--- config.mk ---
export PLATFORM = sky130hd
export DESIGN_NAME = wshb_rr_arbiter
export DESIGN_NICKNAME = d
export VERILOG_FILES = /design/src/rtl/wshb_arb_pkg.sv /design/src/rtl/wshb_rr_arbiter_rr_pick.sv /design/src/rtl/wshb_rr_arbiter.sv
export SDC_FILE = /design/constraint.sdc
export NUM_CORES = 1
export LEC_CHECK = 0
export BUFFER_PORTS_ARGS = -buffer_cell sky130_fd_sc_hd__buf_2
export CAP_MARGIN = 0
export CELL_PAD_IN_SITES_DETAIL_PLACEMENT = 0
export CELL_PAD_IN_SITES_GLOBAL_PLACEMENT = 1
export CORE_AREA = 2 2 151 153
export DETAILED_ROUTE_END_ITERATION = 16
export DIE_AREA = 0 0 153 155
export PLACE_DENSITY = 0.68
export SYNTH_ARGS = -nofsm -noshare
export SYNTH_HDL_FRONTEND = slang
export SYNTH_SLANG_ARGS = --single-unit
--- constraint.sdc ---
create_clock -name sys_clk -period 2.45 [get_ports sys_clk]
set_input_delay 0 -clock sys_clk [delete_from_list [all_inputs] [get_ports sys_clk]]
set_output_delay 0 -clock sys_clk [all_outputs]
set_load 0.03 [all_outputs]
--- src/rtl/wshb_arb_pkg.sv ---
// Shared types and constants for the SDRAM Wishbone arbiter.
// Holds the FSM encoding, Wishbone CTI/BTE codes and the watchdog width helper.
package wshb_arb_pkg;

  typedef enum logic [1:0] {
    IDLE  = 2'd0,
    GRANT = 2'd1,
    DRAIN = 2'd2
  } arb_state_t;

  localparam logic [2:0] CTI_CLASSIC = 3'b000;
  localparam logic [2:0] CTI_CONST   = 3'b001;
  localparam logic [2:0] CTI_INCR    = 3'b010;
  localparam logic [2:0] CTI_EOB     = 3'b111;

  localparam logic [1:0] BTE_LINEAR = 2'b00;
  localparam logic [1:0] BTE_WRAP4  = 2'b01;
  localparam logic [1:0] BTE_WRAP8  = 2'b10;
  localparam logic [1:0] BTE_WRAP16 = 2'b11;

  // Counter must hold timeout-1, its highest value before the abort fires.
  function automatic int wdog_w(input int timeout);
    return (timeout > 1) ? $clog2(timeout) : 1;
  endfunction

endpackage

--- src/rtl/wshb_rr_arbiter_rr_pick.sv ---
// Combinational round-robin picker with an urgent override for index 0; zero latency.
// No backpressure: the winner is a pure function of the current requests.
module rr_pick
  import wshb_arb_pkg::*;
#(
  parameter int NM = 3,
  parameter int IW = $clog2(NM)
) (
  input  logic [NM-1:0] req,
  input  logic [IW-1:0] last,
  input  logic          urgent,
  output logic [NM-1:0] win
);

  logic found;

  // Scan distance k=1..NM from the previous owner so the last winner is considered last.
  always_comb begin
    win   = '0;
    found = 1'b0;
    if (urgent && req[0]) begin
      win[0] = 1'b1;
    end else begin
      for (int k = 1; k <= NM; k++) begin
        for (int j = 0; j < NM; j++) begin
          if (!found && req[j] && (j == (int'(last) + k) % NM)) begin
            win[j] = 1'b1;
            found  = 1'b1;
          end
        end
      end
    end
  end

endmodule

--- src/rtl/wshb_rr_arbiter.sv ---
// Round-robin Wishbone arbiter sharing one slave between NM masters; 1 cycle request to s_cyc.
// A grant lasts a whole cyc tenure; a stalled strobe is aborted with err after TIMEOUT cycles.
module wshb_rr_arbiter
  import wshb_arb_pkg::*;
#(
  parameter int NM      = 3,
  parameter int AW      = 32,
  parameter int DW      = 32,
  parameter int TIMEOUT = 1024
) (
  input  logic                      sys_clk,
  input  logic                      sys_rst,
  input  logic [NM-1:0]             m_cyc,
  input  logic [NM-1:0]             m_stb,
  input  logic [NM-1:0]             m_we,
  input  logic [NM-1:0][AW-1:0]     m_adr,
  input  logic [NM-1:0][DW-1:0]     m_dat_ms,
  input  logic [NM-1:0][DW/8-1:0]   m_sel,
  input  logic [NM-1:0][2:0]        m_cti,
  input  logic [NM-1:0][1:0]        m_bte,
  output logic [NM-1:0]             m_ack,
  output logic [NM-1:0]             m_err,
  output logic [NM-1:0]             m_rty,
  output logic [DW-1:0]             m_dat_sm,
  output logic                      s_cyc,
  output logic                      s_stb,
  output logic                      s_we,
  output logic [AW-1:0]             s_adr,
  output logic [DW-1:0]             s_dat_ms,
  output logic [DW/8-1:0]           s_sel,
  output logic [2:0]                s_cti,
  output logic [1:0]                s_bte,
  input  logic                      s_ack,
  input  logic                      s_err,
  input  logic                      s_rty,
  input  logic [DW-1:0]             s_dat_sm,
  input  logic                      urgent,
  output logic [NM-1:0]             grant,
  output logic [7:0]                abort_cnt
);

  localparam int IW = $clog2(NM);
  localparam int WW = wdog_w(TIMEOUT);

  arb_state_t     state, state_nxt;
  logic [IW-1:0]  own, own_nxt;
  logic [IW-1:0]  last, last_nxt;
  logic [NM-1:0]  grant_nxt;
  logic [7:0]     abort_nxt;
  logic [WW-1:0]  wdog, wdog_nxt;
  logic [NM-1:0]  win;
  logic [IW-1:0]  win_idx;
  logic           s_resp;

  rr_pick #(.NM(NM), .IW(IW)) u_pick (
    .req    (m_cyc),
    .last   (last),
    .urgent (urgent),
    .win    (win)
  );

  always_comb begin
    win_idx = '0;
    for (int j = 0; j < NM; j++) begin
      if (win[j]) win_idx = IW'(j);
    end
  end

  assign s_resp   = s_ack | s_err | s_rty;
  assign m_dat_sm = s_dat_sm;

  always_ff @(posedge sys_clk) begin
    if (sys_rst) begin
      state     <= IDLE;
      own       <= '0;
      last      <= IW'(NM - 1);
      grant     <= '0;
      abort_cnt <= '0;
      wdog      <= '0;
    end else begin
      state     <= state_nxt;
      own       <= own_nxt;
      last      <= last_nxt;
      grant     <= grant_nxt;
      abort_cnt <= abort_nxt;
      wdog      <= wdog_nxt;
    end
  end

  always_comb begin
    state_nxt = state;
    own_nxt   = own;
    last_nxt  = last;
    grant_nxt = grant;
    abort_nxt = abort_cnt;
    wdog_nxt  = '0;
    s_cyc     = 1'b0;
    s_stb     = 1'b0;
    s_we      = 1'b0;
    s_adr     = '0;
    s_dat_ms  = '0;
    s_sel     = '0;
    s_cti     = CTI_CLASSIC;
    s_bte     = BTE_LINEAR;
    m_ack     = '0;
    m_err     = '0;
    m_rty     = '0;
    case (state)
      IDLE: begin
        if (|m_cyc) begin
          state_nxt = GRANT;
          own_nxt   = win_idx;
          grant_nxt = win;
        end
      end
      GRANT: begin
        s_we     = m_we[own];
        s_adr    = m_adr[own];
        s_dat_ms = m_dat_ms[own];
        s_sel    = m_sel[own];
        s_cti    = m_cti[own];
        s_bte    = m_bte[own];
        if (!m_cyc[own]) begin
          state_nxt = IDLE;
          last_nxt  = own;
          grant_nxt = '0;
        end else if (m_stb[own] && !s_resp && (wdog == WW'(TIMEOUT - 1))) begin
          // A response on this same cycle would have won; only a true stall aborts.
          m_err[own] = 1'b1;
          state_nxt  = DRAIN;
          if (abort_cnt != 8'hFF) abort_nxt = abort_cnt + 8'd1;
        end else begin
          s_cyc      = 1'b1;
          s_stb      = m_stb[own];
          m_ack[own] = s_ack;
          m_err[own] = s_err;
          m_rty[own] = s_rty;
          if (m_stb[own] && !s_resp) wdog_nxt = wdog + 1'b1;
        end
      end
      DRAIN: begin
        if (!m_cyc[own]) begin
          state_nxt = IDLE;
          last_nxt  = own;
          grant_nxt = '0;
        end
      end
      default: state_nxt = IDLE;
    endcase
  end

endmodule
== Yosys cells after proc, flatten, opt, wreduce, memory -nomap -nowiden ==
Cells that the tools add are included.
W data, S select, Z words.

* Bits in registers: 27
* Bits of input ports: 266
* Output and inout bits: 128
* Word-level logic and storage cells: 156

* Add/sub/neg operators: 5
* Divide/modulo/power cells: 3
* $lt $le $gt $ge: 2
* Equality and inequality tests: 14
* Mux-type cells: 75
* Bitwise logic cells: 8
* Reductions and logical operators: 43

{| class="wikitable"
|+ Operators with widths
! cell !! count
|-
| $bmux W32 S2 || 2
|-
| $mux W32 || 4
|-
| $eq A2 B32 Y1 const A || 3
|-
| $eq A3 B32 Y1 const A || 3
|-
| $logic_not A32 Y1 || 3
|-
| $mod A32 B3 Y32 const B || 3
|-
| $mux W3 || 13
|-
| $mux W1 || 37
|-
| $logic_and A1 B1 Y1 || 21
|-
| $mux W2 || 8
|-
| $add A10 B1 Y10 const B || 1
|-
| $eq A10 B10 Y1 const B || 1
|-
| $and A3 B3 Y3 || 3
|-
| $logic_not A1 Y1 || 9
|-
| $add A8 B1 Y8 const B || 1
|-
| $bmux W4 S2 || 1
|-
| $mux W4 || 2
|-
| $ne A8 B8 Y1 const B || 1
|-
| $add A2 B2 Y3 const B || 2
|-
| $bmux W1 S2 || 3
|-
| $bmux W3 S2 || 1
|-
| $ne A2 B2 Y1 const B || 3
|-
| $pmux W2 S3 || 1
|-
| $pmux W3 S2 || 1
|-
| 18 further kinds || 23
|}

== Depth between registers and ports, before layout ==
Gate-level depths: netlist of run 1.

* Depth after elaboration: 48
* Mapped depth: 9
* Mapped depth without buffers: 7

== Modules after synthesis ==
A second synthesis of run 1 with hierarchy kept.

* Cell total of the unflattened synthesis: 542
* Area, all modules: 3793.6 sq um

{| class="wikitable"
|+ Modules (own cells, without submodules)
! module !! instances !! cells each !! area each (sq um) !! seq. area each (sq um)
|-
| wshb_rr_arbiter || 1 || 526 || 3683.5 || 540.5
|-
| rr_pick || 1 || 16 || 110.1 || 0.0
|}

== Least setup slack after synthesis of run 1 ==
OpenSTA, ideal clock, no wires.

* Path type: reg-to-output
* Start point: register wdog[0]
* End point: output port m_err[0]
* Arrival time: 2.225 ns
* Data required time: 2.450 ns
* Path slack: 0.225 ns
* Stages on the path, launching flop included: 8
* Path buffers: 1
* Cells stage by stage: dfxtp_1 > ha_1 > nand3_1 > nor4_4 > and2_2 > clkbuf_1 > o21ai_0 > nor3_1

* Cells in the longest elaborated chain, start to end: 5

{| class="wikitable"
|+ RTL lines
! element !! RTL line !! RTL
|-
| from (decl) || wshb_rr_arbiter.sv:50 || <nowiki>logic [WW-1:0] wdog, wdog_nxt;</nowiki>
|-
| from (signal assigned) || wshb_rr_arbiter.sv:86 || <nowiki>wdog <= wdog_nxt;</nowiki>
|-
| $eq A10 B10 Y1 || wshb_rr_arbiter.sv:127 || <nowiki>end else if (m_stb[own] && !s_resp && (wdog == WW'(TIMEOUT - 1))) begin</nowiki>
|-
| $logic_and A1 B1 Y1 || wshb_rr_arbiter.sv:127 ||
|-
| $mux W3 || wshb_rr_arbiter.sv:127 ||
|-
| $mux W3 || wshb_rr_arbiter.sv:123 || <nowiki>if (!m_cyc[own]) begin</nowiki>
|-
| $mux W3 || wshb_rr_arbiter.sv:108 || <nowiki>case (state)</nowiki>
|-
| to (decl) || wshb_rr_arbiter.sv:22 || <nowiki>output logic [NM-1:0] m_err,</nowiki>
|}

No other way between the ends.

== Worst setup path in the final report of run 1 ==
Ends and elaborated chain as after synthesis.

==> results of run 1 <==
## cells in the mapped netlist (all sizes together)
library cell and count:
nand2 87, mux2i 81, o21ai 80, and2 77
buf 43, nor2 30, clkbuf 29, dfxtp 27
a21oi 10, ha 8, inv 8, xor2 7
nor3 6, nand2b 4, nand3 4, nand4 3
o31ai 3, or4 3, a211o 2, a211oi 2
a21o 2, a22oi 2, a31oi 2, and4 2
mux2 2, nor2b 2, or3 2, xnor2 2
a311oi 1, a32oi 1, and2b 1, and3 1
and3b 1, and4b 1, nand3b 1, nand4b 1
nor4 1, nor4b 1, o22ai 1, o2bb2ai 1
or4b 1
## layer usage
layer	up-vias	GRT usage	part of all wire
met2	206	0.212	0.47
met5	-	0	0
met4	0	0.0163	0.0098
met3	8	0.0234	0.069
li1	2354	-	-
met1	2015	0.164	0.45
## logic make-up (layout without fill, tap and decap cells)
group | Yosys count | after routing
buffers and inverters | 80 | 349
DFF | 27 | 27
AOI/OAI and AO/OA | 107 | 107
muxes | 83 | 83
xor gates and xnor gates | 9 | 9
adders and majority gates | 8 | 8
and+or+nand+nor | 229 | 229
## state kept, by name, summed over array words and instances, names as in the netlist
name and cells:
grant 3, wdog 10, last 2, abort_cnt 8
state 2, own 2
## per-stage QoR
step                instance area, um2  hold slack [ns]  setup slack [ns]  cells
floorplan                         3790            0.132             0.225    543
global placement                  5470         0.000205             0.384   1093
detailed placement                5470         0.000205             0.375   1093
CTS                               5550         0.000205             0.232   1097
global route                      5550        0.0000434            0.0353   1097
finish                            5550        0.0000116             0.241   1097
## path summary, 6_finish.rpt
check / start / endpoint / slack, ns / depth (start not counted)
max: wdog[0]$_SDFF_PP0_ / m_err[0] / 0.24 / 7
min: s_dat_sm[12] / m_dat_sm[12] / 0.00001 / 0
max reg2reg: wdog[0]$_SDFF_PP0_ / abort_cnt[3]$_SDFFE_PP0P_ / 0.37 / 6
min reg2reg: wdog[0]$_SDFF_PP0_ / wdog[0]$_SDFF_PP0_ / 0.44 / 1
## critical path, stage by stage, from the launching register on
cell and delay (ns):
dfxtp_1 0.34, ha_1 0.25, nand3_1 0.16, nor4_4 0.40
and2_2 0.28, o21ai_0 0.15, nor3_1 0.15, buf_2 0.22
## layout make-up
type / instances / area [um2] / area share
multi-input combinational: 436 / 2800 / 0.506
timing repair buffer: 337 / 1730 / 0.312
tap: 285 / 357 / 0.0643
sequential: 27 / 546 / 0.0984
inverter: 8 / 30.0 / 0.00541
clock buffer: 4 / 78.8 / 0.0142
## power groups by stage
| stage | Sequential (mW) | Clock [mW] | Combinational (mW) |
|---|---|---|---|
| final | 0.465 | 0.379 | 1.11 |
| after global routing | 0.468 | 0.404 | 1.21 |
| after CTS | 0.465 | 0.387 | 1.12 |
| after detailed placement | 0.476 | 0 | 1.12 |
| after global placement | 0.475 | 0 | 1.12 |
| after floorplan | 0.472 | 0 | 0.783 |
==> impl_results.md, run 1 <==
- Status: finished, final reports clean
- Fillers: 2,528
- Hpwl dp: 13.2 mm
- Pin count of the biggest net entering global routing: 75
- Finish-stage setup viols: 0
- Switching Share: 0.436
- Least-Margin Pin Slew: between 0.6 and 0.7 ns
- Max-slew headroom: 0.561
- Cts hold-fix bufs: 0
- Slew Viols, Final: 0
- Vias per cell: ~4.2
- Synth Area in XOR/XNOR: 0.0208
- Layout cells sized above 1: 0.435
- Yosys top cell area share: 0.214
- Largest fanout on the critical path: 7
- RSZ-0062 raised after global routing: false
- CTS Buf Count: 3
- Min-delay worst type: in -> out
- Sum Neg Setup Slack: 0 ns
- I/O Buffers: between 300 and 400
- Die Span Y: approximately 160 um
- Register bit total from synthesis: 27
- Avg Inst Size Synth: approximately 7 um2
- Initial core utilization: 0.171
- Power share of the combinational group: 0.568
- Post-CTS resize count: 0
- Clock power frac: 0.194
- Leakage: 2.61 nW
- Final hold vios: 0
- Core Util, Final: 0.250
- Worst VDD drop: 0.245 mV
- Critical path startpoint category: flip-flop
- Clock-pin slew on the worst setup and hold paths: 0.06 ns
- Initial antenna violation count: 0
- Most common cell after layout, fill and taps aside: buf_2
- Die area: around 0.024 mm2
- WL final: 16.4 mm
- First-pass GRT wire length: approximately 24 mm
- TritonCTS clock tree: built
- Commonest non-fill, non-tap cells in the layout: buf_2, nand2_1, mux2i_1, o21ai_0, and2_1
- Register area share after synthesis: 0.143
- CTS HTree Levels: 1
- DR vias: 4,583
- Crit end category: primary output
- Crit path DAT: between 2 and 2.5 ns
- Post-Synthesis Cells: roughly 540
- Power Density: around 350 mW/mm2
- Max-Cap Viols: 0
- Cell row count: 55
- FMAX: roughly 0.45 GHz
- Adder-Cell Fraction of Synth Area: 0.0264
- Top cells by area, synth: mux2i_1, dfxtp_1, and2_1
- Int Pwr: 1.10 mW
- Largest family of logic cells by synthesized area: simple AND/OR/NAND/NOR gates
- Unique cell type count in the Yosys netlist: 48
- Final nets: between 1,000 and 1,500
- CORE AREA: 0.0222 mm2
- Initial DRT Pass Iterations: 4
- Worst Clk Skew: a little under 0.008 ns
- Diode count: 0
- Compound-gate portion of the synthesized area: 0.153
- Post-synthesis mux area share: 0.220
- GRT overflow: 0
- Post-Syn Area: between 0.003 and 0.004 mm2
- Number of global-route vias before repair: approximately 4,200
- Global Route Usage Sum: 0.123
- WS Path Type: reg -> out
- Simple-gate portion of the synthesized area: 0.318
- YS warnings: 0
- DR iter-0 viols: around 210
- Final Wtd Congestion: approximately 0.79
- Max clock buf depth: 2
- Post-DRT Antenna Nets: 0
- Num Clock Sinks: 27
- Final period util: 0.902
- Worst skew pair latency: 0.26 ns
- Die W: 153 um
- Average wire per standard cell: between 10 and 15 um
- Ports: approximately 400
- Psw: around 0.85 mW
- Residual DRC count: 0
- Root buffer cell: clkbuf_16
- WP data required: around 2.5 ns
- Pwr Total: between 1.5 and 2 mW
- Area growth syn-to-layout: 46.3%
- Syn_nets: around 820
- Post CTS Setup Buffer Count: 0
- Sequential share of power: 0.238
- Final Critical Period: 2.21 ns
- Cell taking the most area after synthesis: mux2i_1
Power figures use the tool's default switching activity.
==> run 2, diff against run 1 <==
REMOVE_ABC_BUFFERS = 1   (was not set)
==> run 2 against run 1 <==
  * Worst hold slack about the same
  * Wire length rose by 8.6%
  * Sequential share of layout area about the same
  * Clock skew rose by 0.0024 ns
  * Critical path depth stayed put
  * Non-clock buffer count is 1 higher
  * Final area barely moved
  * Worst setup slack better by 0.058 ns
  * Global-route usage up 1.4 points
  * Register-to-register slack hardly changed
  * Via count increased by 0.74%
==> impl_results.md, run 2 (same netlist as run 1, synthesis figures left out) <==
- Status: finished, final reports clean
- Critical path startpoint category: flip-flop
- CTS HTree Levels: 1 (unchanged)
- Reg2reg setup slack: 0.38 ns (about the same)
- Max-slew headroom: 0.589 (+0.0277)
- Hpwl dp: 14.5 mm (+10%)
- Root buffer cell: clkbuf_16
- Hold_ws: 0.000338 ns (+0.000326 ns)
- Largest fanout on the critical path: 7 (unchanged)
- Num Clock Sinks: 27 (unchanged)
- Hold depth: 0 (unchanged)
- Residual DRC count: 0 (unchanged)
- Final Critical Period: 2.15 ns (-0.0580 ns)
- FMAX: 0.465 GHz (+2.7%)
- Initial DRT Pass Iterations: 4 (unchanged)
- Cells after DPL: 1,093 (unchanged)
- Area growth syn-to-layout: 46.3% (about the same)
- Least-Margin Pin Slew: 0.609 ns (-0.0410 ns)
- Final Wtd Congestion: 0.776 (-2.1%)
- Core Util, Final: 0.250 (about the same)
- Reg2reg path depth: 7 (+1)
- Die area: 0.0237 mm2 (unchanged)
- Slew Viols, Final: 0 (unchanged)
- Post-DRT Antenna Nets: 0 (unchanged)
- Leakage: 2.62 nW (+0.35%)
- Largest regs: wdog: 10 flops, abort_cnt: 8 flops, grant: 3 flops
- Diode count: 0 (unchanged)
- Vias per cell: 4.20 (+0.65%)
- DR iter-0 viols: 203 (-1.5%)
- Initial antenna violation count: 0 (unchanged)
- Worst Clk Skew: 0.0102 ns (+0.00241 ns)
- Average wire per standard cell: 16.2 um (+8.5%)
- CP max stage delay: 0.34 ns (-0.06 ns)
- Non-Filler Instances: 1,098 (+0.091%)
- Crit path DAT: 2.15 ns (-0.06 ns)
- Die Span Y: 155 um (unchanged)
- TritonCTS clock tree: built
- Max-Cap Viols: 0 (unchanged)
- Worst Hold Endpoint: m_dat_sm[2]
- Commonest non-fill, non-tap cells in the layout: buf_2, nand2_1, mux2i_1, o21ai_0, and2_1
- Final hold vios: 0 (unchanged)
- RSZ-0062 raised after global routing: false
- Initial core utilization: 0.171 (unchanged)
- HP Start: s_dat_sm[2]
- Largest delay share family, worst path: simple AND/OR/NAND/NOR gates
- Final nets: 1,088 (+0.092%)
- WS Path Type: reg -> out
- Worst VDD drop: 0.276 mV (+13%)
- Global Route Usage Sum: 0.137 (+0.0138)
- First-pass GRT wire length: 25.9 mm (+9.0%)
- Largest reg by FF count: wdog
- Finish-stage setup viols: 0 (unchanged)
- CORE AREA: 0.0222 mm2 (unchanged)
- Die W: 153 um (unchanged)
- Slowest CP cell: dfxtp_1
- Max clock buf depth: 2 (unchanged)
- Min-delay worst type: in -> out
- CTS Buf Count: 3 (unchanged)
- Power Density: 353 mW/mm2 (+0.22%)
- Worst setup margin: 0.299 ns (+0.0580 ns)
- WP data required: 2.45 ns (about the same)
- R2r endpoint: abort_cnt[3]$_SDFFE_PP0P_
- Pin count of the biggest net entering global routing: 55 (-27%)
- Largest register FFs: 10 (unchanged)
- Most common cell after layout, fill and taps aside: buf_2
- Crit end category: primary output
- I/O Buffers: 329 (unchanged)
- Cts hold-fix bufs: 0 (unchanged)
- DR vias: 4,617 (+0.74%)
- R2R Path Start: wdog[0]$_SDFF_PP0_
- Final period util: 0.878 (-0.0237)
- Crit-path cells: ha_1 > nand3_1 > nor4_4 > and2_2 > o21ai_0 > nor3_2 > buf_2
- Layout cells sized above 1: 0.438 (+0.00316)
- Clock-pin slew on the worst setup and hold paths: 0.06 ns (about the same)
- WL final: 17.8 mm (+8.6%)
- Setup Slack @ Placement: 0.255 ns (-0.119 ns)
- WP buf/inv: 1 (unchanged)
- Number of global-route vias before repair: 4,417 (+5.1%)
- Cell row count: 55 (unchanged)
- Worst skew pair latency: 0.26 ns (about the same)
- GRT overflow: 0 (unchanged)
- Ports: 394 (unchanged)
run 2: worst max path at each step:
| stage | from | endpoint | slack (ns) | cells past startpoint |
|---|---|---|---|---|
| detailed placement | wdog[0]$_SDFF_PP0_ | m_err[0] | 0.26 | 7 |
| global route | wdog[0]$_SDFF_PP0_ | m_err[0] | 0.03 | 7 |
| global placement | wdog[0]$_SDFF_PP0_ | m_err[0] | 0.28 | 7 |
| floorplan | own[1]$_SDFFE_PP0P_ | state[0]$_SDFFE_PP0P_ | -2.37 | 5 |
| finish | wdog[0]$_SDFF_PP0_ | m_err[0] | 0.30 | 7 |
| CTS | wdog[0]$_SDFF_PP0_ | m_err[0] | 0.05 | 7 |
run 2: routing by layer:
| layer | share of wire | global-route usage |
|---|---|---|
| met1 | 0.43 | 0.175 |
| met4 | 0.0047 | 0.0146 |
| met5 | 0 | 0 |
| met3 | 0.13 | 0.0730 |
| met2 | 0.43 | 0.212 |
run 2: per-stage QoR:
| step | instance area, um2 | total power [mW] | setup TNS [ns] |
|---|---|---|---|
| finish | 5550 | 1.96 | 0 |
| global route | 5550 | 2.09 | 0 |
| CTS | 5540 | 1.98 | 0 |
| detailed placement | 5460 | 1.61 | 0 |
| global placement | 5460 | 1.60 | 0 |
| floorplan | 3370 | 1.14 | -184.68 |
run 2: report_power, final:
part | total [mW] | internal [mW] | leakage [nW] | switching [mW]
clock | 0.376 | 0.220 | 0.0409 | 0.155
sequential | 0.458 | 0.448 | 0.220 | 0.00977
combinational | 1.12 | 0.427 | 2.36 | 0.696
total | 1.96 | 1.10 | 2.62 | 0.861
run 2: cell type report:
class,count,area (um2)
well taps,285,357
clock buffers,3,75.1
multi-input cells,436,2810
flip-flops and latches,27,546
fillers,2553,16700
clock inverters,1,5.00
inverters,8,30.0
repair buffers,338,1730
run 2: repair_timing:
action                                  4_1_cts  5_1_grt
endpoints found under the setup margin        1        3
pin swaps                                     0        1
setup buffers                                 0        1
resized for setup                             1        0
